==> src/rtl/uart_pkg.sv <==
// Shared types and helpers for the UART transmit buffer.
package uart_pkg;

    localparam int PAYLOAD_BITS_DEF = 8;

    typedef enum logic [1:0] {
        S_IDLE = 2'd0,
        S_SENT = 2'd1,
        S_WAIT = 2'd2
    } rd_state_t;

    // Count needs one extra bit so that "DEPTH entries" is representable.
    function automatic int count_width(input int depth);
        return $clog2(depth) + 1;
    endfunction

endpackage

==> src/rtl/sync_fifo_mem.sv <==
// DEPTH x WIDTH register array: synchronous write port, asynchronous read port.
module sync_fifo_mem #(
    parameter int DEPTH = 8,
    parameter int WIDTH = 8
) (
    input  logic                     clk,
    input  logic                     i_we,
    input  logic [$clog2(DEPTH)-1:0] i_waddr,
    input  logic [WIDTH-1:0]         i_wdata,
    input  logic [$clog2(DEPTH)-1:0] i_raddr,
    output logic [WIDTH-1:0]         o_rdata
);

    logic [WIDTH-1:0] r_mem [DEPTH];

    // Storage is deliberately left out of reset.
    always_ff @(posedge clk) begin
        if (i_we) begin
            r_mem[i_waddr] <= i_wdata;
        end
    end

    assign o_rdata = r_mem[i_raddr];

endmodule

==> src/rtl/uart_tx_fifo.sv <==
// Transmit FIFO feeding a UART transmitter through its enable/busy handshake.
// Optional level/threshold outputs are built when UART_TX_FIFO_LEVEL_EN is defined.
module uart_tx_fifo
    import uart_pkg::*;
#(
    parameter int DEPTH        = 8,
    parameter int PAYLOAD_BITS = PAYLOAD_BITS_DEF
) (
    input  logic                           clk,
    input  logic                           reset,
    input  logic                           wr_en,
    input  logic [PAYLOAD_BITS-1:0]        wr_data,
    output logic                           full,
    output logic                           empty,
    output logic                           overflow,
    output logic                           tx_en,
    output logic [PAYLOAD_BITS-1:0]        tx_data,
`ifdef UART_TX_FIFO_LEVEL_EN
    output logic [count_width(DEPTH)-1:0]  level,
    output logic                           threshold_irq,
`endif
    input  logic                           tx_busy
);

    localparam int PW = $clog2(DEPTH);
    localparam int CW = count_width(DEPTH);

    // Handshake: a byte is handed over by a single-cycle tx_en with tx_data
    // valid alongside; the next byte waits until tx_busy has been seen low.
    logic [PW-1:0]           r_wr_ptr;
    logic [PW-1:0]           r_rd_ptr;
    logic [CW-1:0]           r_count;
    logic                    r_overflow;
    logic                    r_tx_en;
    logic [PAYLOAD_BITS-1:0] r_tx_data;
    rd_state_t               r_state;

    rd_state_t               w_state_next;
    logic                    w_push;
    logic                    w_pop;
    logic [CW-1:0]           w_count_next;
    logic [PAYLOAD_BITS-1:0] w_rd_data;
    logic                    w_full;
    logic                    w_empty;

    assign w_full  = (r_count == CW'(DEPTH));
    assign w_empty = (r_count == '0);
    assign w_push  = wr_en && !w_full;

    sync_fifo_mem #(
        .DEPTH (DEPTH),
        .WIDTH (PAYLOAD_BITS)
    ) u_mem (
        .clk     (clk),
        .i_we    (w_push),
        .i_waddr (r_wr_ptr),
        .i_wdata (wr_data),
        .i_raddr (r_rd_ptr),
        .o_rdata (w_rd_data)
    );

    always_comb begin
        w_state_next = r_state;
        w_pop        = 1'b0;
        case (r_state)
            S_IDLE: begin
                if (!w_empty && !tx_busy) begin
                    w_pop        = 1'b1;
                    w_state_next = S_SENT;
                end
            end
            // Transmitter raises busy one cycle after sampling tx_en.
            S_SENT:  w_state_next = S_WAIT;
            S_WAIT: begin
                if (!tx_busy) begin
                    w_state_next = S_IDLE;
                end
            end
            default: w_state_next = S_IDLE;
        endcase
    end

    always_comb begin
        w_count_next = r_count;
        case ({w_push, w_pop})
            2'b10:   w_count_next = r_count + CW'(1);
            2'b01:   w_count_next = r_count - CW'(1);
            default: w_count_next = r_count;
        endcase
    end

    always_ff @(posedge clk or posedge reset) begin
        if (reset) begin
            r_state    <= S_IDLE;
            r_wr_ptr   <= '0;
            r_rd_ptr   <= '0;
            r_count    <= '0;
            r_overflow <= 1'b0;
            r_tx_en    <= 1'b0;
            r_tx_data  <= '0;
        end else begin
            r_state    <= w_state_next;
            r_count    <= w_count_next;
            r_overflow <= wr_en && w_full;
            r_tx_en    <= w_pop;
            if (w_push) begin
                r_wr_ptr <= r_wr_ptr + PW'(1);
            end
            if (w_pop) begin
                r_rd_ptr  <= r_rd_ptr + PW'(1);
                r_tx_data <= w_rd_data;
            end
        end
    end

`ifdef UART_TX_FIFO_LEVEL_EN
    logic r_threshold_irq;

    // Registered from the next count so it lines up with level.
    always_ff @(posedge clk or posedge reset) begin
        if (reset) begin
            r_threshold_irq <= 1'b0;
        end else begin
            r_threshold_irq <= (w_count_next <= CW'(DEPTH / 4));
        end
    end

    assign level         = r_count;
    assign threshold_irq = r_threshold_irq;
`endif

    assign full     = w_full;
    assign empty    = w_empty;
    assign overflow = r_overflow;
    assign tx_en    = r_tx_en;
    assign tx_data  = r_tx_data;

endmodule
==> config.mk <==
export PLATFORM = sky130hd
export DESIGN_NAME = uart_tx_fifo
export DESIGN_NICKNAME = d
export VERILOG_FILES = /design/src/rtl/uart_pkg.sv /design/src/rtl/sync_fifo_mem.sv /design/src/rtl/uart_tx_fifo.sv
export SDC_FILE = /design/constraint.sdc
export NUM_CORES = 1
export LEC_CHECK = 0
export ABC_AREA = 1
export CORE_ASPECT_RATIO = 0.5
export CORE_MARGIN = 2
export CORE_UTILIZATION = 29
export DETAILED_ROUTE_END_ITERATION = 12
export PLACE_DENSITY = 0.55
export SLEW_MARGIN = 20
export SYNTH_ARGS = -nofsm -noshare
export SYNTH_HDL_FRONTEND = slang
export SYNTH_SLANG_ARGS = --single-unit
==> constraint.sdc <==
create_clock -name clk -period 2.93 [get_ports clk]
set_input_delay 0.293 -clock clk [delete_from_list [all_inputs] [get_ports clk]]
set_output_delay 0.293 -clock clk [all_outputs]
set_load 0.02 [all_outputs]
# == Yosys cells after proc, flatten, opt, wreduce, memory -nomap -nowiden ==
# Memories as Yosys holds them, arrays and structs flattened. A register that Yosys moved wholly into a read port is not among the register bits.
# Cells that the tools add are included.
# classes
n_reduce_logical,10
n_eq_ne,7
add_sub_neg,4
n_mux,8
# op_table
op,count
4-bit case mux with 2 select lines,1
"3-bit by 1-bit adder with 3-bit output, second input constant",2
2-bit case mux with 3 select lines,1
"4-bit by 1-bit adder with 4-bit output, second input constant",1
"2-bit by 1-bit == test with 1-bit output, second input constant",2
"2-bit == test, second input constant",2
"4-bit == test, second input constant",1
4-bit logical NOT,1
1-bit two-way mux,4
2-bit two-way mux,2
"2-bit inequality test, second input constant",2
"4-bit by 1-bit subtractor with 4-bit output, second input constant",1
1-bit logical AND,3
1-bit logical NOT,3
2-bit logical NOT,1
2-bit AND reduction,1
2-bit nonzero test,1
# word_totals
register_bits,14
output_inout_bits,12
ram_bits,64
memories,1
input_bits,12
# memory_table
memory,words,word_bits,rd,rd_ports_with_merged_regs,write_ports,line_no,source
u_mem.r_mem,8,8,1,1,1,sync_fifo_mem.sv:14,logic [WIDTH-1:0] r_mem [DEPTH];

# == Longest topological paths before layout ==
# depth
depth_word,7
depth_mapped,14

# == Modules after synthesis ==
# From an unflattened synthesis, not the netlist that was laid out.
# unflattened
cells_unflattened,407
hier_area_um2,3987.6
# by_module_without_submodules
module,instances,cells_per_inst,area_each_um2
sync_fifo_mem,1,295,2890.3
uart_tx_fifo,1,112,1097.3

# == Worst setup path after synthesis ==
# No wires, ideal clock.
# synth_timing
kind,reg2reg
start,register r_count[0]
end,register r_count[2]
setup_ns,0.127
stages_incl_launch_ff,14
path_slack_ns,0.998
path_buffers,1
t_required_ns,2.803
arrival_time_ns,1.804
synth_period_minus_slack_ns,1.932
cell_sequence,dfrtp_1 -> nor2_2 -> nand3_2 -> inv_4 -> nor2_8 -> buf_12 -> ha_1 -> nor2_1 -> nor2_1 -> ha_1 -> a21oi_1 -> nand3_1 -> nand2_1 -> o22ai_1
# synth_between
elab_chain_cells,7
# synth_rtl
item,line_no,source
start: declaration,uart_tx_fifo.sv:32,logic [CW-1:0] r_count;
start signal: assignment,uart_tx_fifo.sv:103,r_count <= w_count_next;
4-bit logical NOT (*),uart_tx_fifo.sv:47,assign w_empty = (r_count == '0);
via empty,uart_tx_fifo.sv:14,"output logic empty,"
1-bit logical NOT (*),uart_tx_fifo.sv:67,if (!w_empty && !tx_busy) begin
1-bit logical AND (*),uart_tx_fifo.sv:67,
1-bit two-way mux (*),uart_tx_fifo.sv:67,
1-bit two-way mux (*),uart_tx_fifo.sv:65,case (r_state)
via w_pop,uart_tx_fifo.sv:40,logic w_pop;
2-bit by 1-bit == test with 1-bit output / 2-bit == test (equally long branches),uart_tx_fifo.sv:85,"case ({w_push, w_pop})"
4-bit case mux with 2 select lines / 2-bit nonzero test (equally long branches),--,
# The timed path passes the listed nets; every way through them passes the cells marked *.
# A chain may end at the register's enable or synchronous reset.

# == Final worst setup path ==
# layout_timing
start,register r_count[0]
end,output empty
# layout_between
elab_chain_cells,1
# layout_rtl
item,line_no
4-bit logical NOT,uart_tx_fifo.sv:47
end: declaration,uart_tx_fifo.sv:14
# Every way passes these cells.

==> flow_summary.yaml <==
grt:
  grt-ovfl-total: 0
  met2_usage_pct: 18.37
  grt_pass1_vias: 2253
  grt_max_degree: 33
  met3_usage_pct: 3.447
  top_usage_layer: "met2"
  grt_antenna_before_repair: 0
  grtUsageMet1_pct: 16.03
  grt_pass1_wl_um: 12070
  grt.total_usage_pct: 11.88
sta:
  rsz0062_at_grt: "false"
  tns_ps: 0
  hold_viol: 0
  period_minus_slack_ps: 2047
  drv_slew: 0
  fin_skew_ps: 6.792
  slew_headroom_pct: 42.69
  finalCritPeriodShare_pct: 69.88
  worst_pin_slew_ps: 858.7
  fmax_ghz: 0.4884
  finalSetupViolCount: 0
  hold_slack_ps: 441.5
  layout_setup_ws_ps: 882.5
pwr:
  peakVddDrop_uv: 401.4
  leakage_nw: 1.610
  p_per_area_nw_per_um2: 1022
yosys:
  synth_largest_area_cell: "edfxtp_1"
  ys.flop_type: "edfxtp_1"
  ys_seq_area_share_pct: 67.69
  synth_common_cells: "73 x nor2_1, 64 x edfxtp_1, 39 x nand2_1"
  syn-num-nets: 334
  avgSynthCellArea_um2: 11.52
  synth_area_um2: 3652
  ys_async_sr_fraction_pct: 25.58
  yosys_warnings: 0
  ys_types: 28
  ys_ff_latch: 86
  netlist_instances: 317
  synthMostInstantiatedCell: "nor2_1"
  ys_top_cells_by_area: "edfxtp_1 53%, dfrtp_1 15%, nor2_1 7.5%"
  synth_edf_count: 64
  synth.top_cell.area_share_pct: 52.62
die:
  io_pins: 24
  num_rows: 28
  coreArea_um2: 12050
  die_h_um: 83.36
  start_util_pct: 30.31
  die-width_um: 162.7
  die_area_um2: 13560
detailed_routing:
  drtPass1Iterations: 4
  avgRoutedWirePerCell_um: 14.48
  wirelength_um: 7441
  via_per_inst: 4.344
  drtIter0Drc: 145
  vias: 2233
  ant_nets: 0
  drc: 0
clocking:
  cts_resized: 0
  clock_path_buffers: 2
  numCtsBuffers: 9
  hold_buffers: 0
  clk_pin_slew_ps: 60
  post-cts-setup-buffers: 0
  htreeDepth: 3
  cts-root-buf: "clkbuf_16"
  cts.sinks: 86
  clk_latency_ps: 340
  tritoncts: "built"
worst_setup_path:
  setup.worst_path.end_class: "output port"
  cp-startpoint: "r_count[0]"
  cp-start-kind: "register"
  r2r_cells: 12
  critical_path_arrival_ps: 1750
  critPathRequiredTime_ps: 2640
  worstSetupPathType: "register to output port"
  cp_max_fo: 4
  timing.rr.end: "r_count[2]"
  regToRegSetupSlack_ps: 890
  rr_startpoint: "r_state[0]"
  cp-endpoint: "empty"
placement:
  dp_slack_ps: 628.2
  io_buffers: 23
  place.gp.congestion: 0.6980
  hpwl_um: 4653
layout:
  fillers: 1206
  drive_gt1_share_pct: 11.46
  area_growth_pct: 16.92
  final_net_count: 361
  num_antenna_cells: 0
outcome:
  status: "complete, no violations"
min_path:
  hp-class: "primary input to asynchronous set/reset pin"
flow_run:
  cap_viol_max_count: 0
cells by family (layout without fill, tap and decap cells):
group	Yosys count	count (layout)	synth area share, %
and+or+nand+nor	152	152	18.19
DFF	86	86	67.69
AOI/OAI and AO/OA	39	39	5.550
buffers and inverters	30	62	5.652
adders and majority gates	5	5	1.713
xor gates and xnor gates	5	5	1.199
final cells by class:
| class | count | area [µm²] | area share, % |
|---|---|---|---|
| clock inverter | 6 | 46.29 | 1.084 |
| multi-input combinational | 201 | 973.4 | 22.80 |
| inverter | 18 | 75.07 | 1.758 |
| tap | 165 | 206.4 | 4.834 |
| timing repair buffer | 28 | 267.8 | 6.270 |
| sequential | 86 | 2472 | 57.90 |
| clock buffer | 10 | 229.0 | 5.362 |
state kept, by name (all words and copies together) (netlist names):
| name | flops |
|---|---|
| r_wr_ptr | 3 |
| u_mem.r_mem | 64 |
| r_count | 4 |
| tx_data | 8 |
| tx_en | 1 |
| r_rd_ptr | 3 |
| r_state | 2 |
| overflow | 1 |
critical path, stage by stage (launching register included):
cell             delay [ps]
dfrtp_1                 430
nor2_2                  180
nand3_2                 110
inv_4                   100
clkdlybuf4s50_1         610
worst min-delay path by stage:
| stage | startpoint | to | slack, ps | depth (start not counted) |
|---|---|---|---|---|
| 5_1_grt | tx_data[7] | tx_data[7] | 520 | 2 |
| 3_5_place_dp | tx_data[7] | tx_data[7] | 470 | 2 |
| 6_report | reset | r_state[0] | 440 | 2 |
| 4_1_cts | reset | r_state[0] | 490 | 2 |
| 3_3_place_gp | tx_data[3] | tx_data[3] | 470 | 2 |
| 2_1_floorplan | reset | overflow | 280 | 1 |
cells in the final DEF (no fill, tap or decap), drive strengths merged:
cell | netlist | routed
a21oi | 2 | 2
buf | 11 | 5
clkbuf | 1 | 10
clkdlybuf4s50 | 0 | 23
clkinv | 1 | 3
clkinvlp | 0 | 2
dfrtp | 22 | 22
edfxtp | 64 | 64
ha | 5 | 5
inv | 17 | 19
nand2 | 41 | 41
nand3 | 30 | 30
nor2 | 80 | 80
o21a | 1 | 1
o21ai | 35 | 35
o22ai | 1 | 1
or2 | 1 | 1
xnor2 | 2 | 2
xor2 | 3 | 3
per-layer routing:
metal  share of wire (%)  wire length (µm)
met2                  45              3346
met4                0.90                67
met3                 4.7               349
met5                   0                 0
met1                  49              3678
per-stage QoR:
step	total power, mW	cells	instance area (µm²)	utilization [%]
final	4.365	514	4270	35.43
after global routing	4.692	514	4270	35.43
after floorplan	2.984	317	3652	-
after CTS	4.417	514	4270	35.43
after global placement	3.337	498	3995	33.15
after detailed placement	3.353	498	3995	33.15
report_power, final:
part | leakage (nW) | internal [mW] | switching, mW
clock | 0.129 | 0.581 | 0.479
combinational | 0.629 | 0.555 | 0.910
sequential | 0.851 | 1.60 | 0.245
total | 1.61 | 2.73 | 1.63
(Power assumes the default switching activity.)
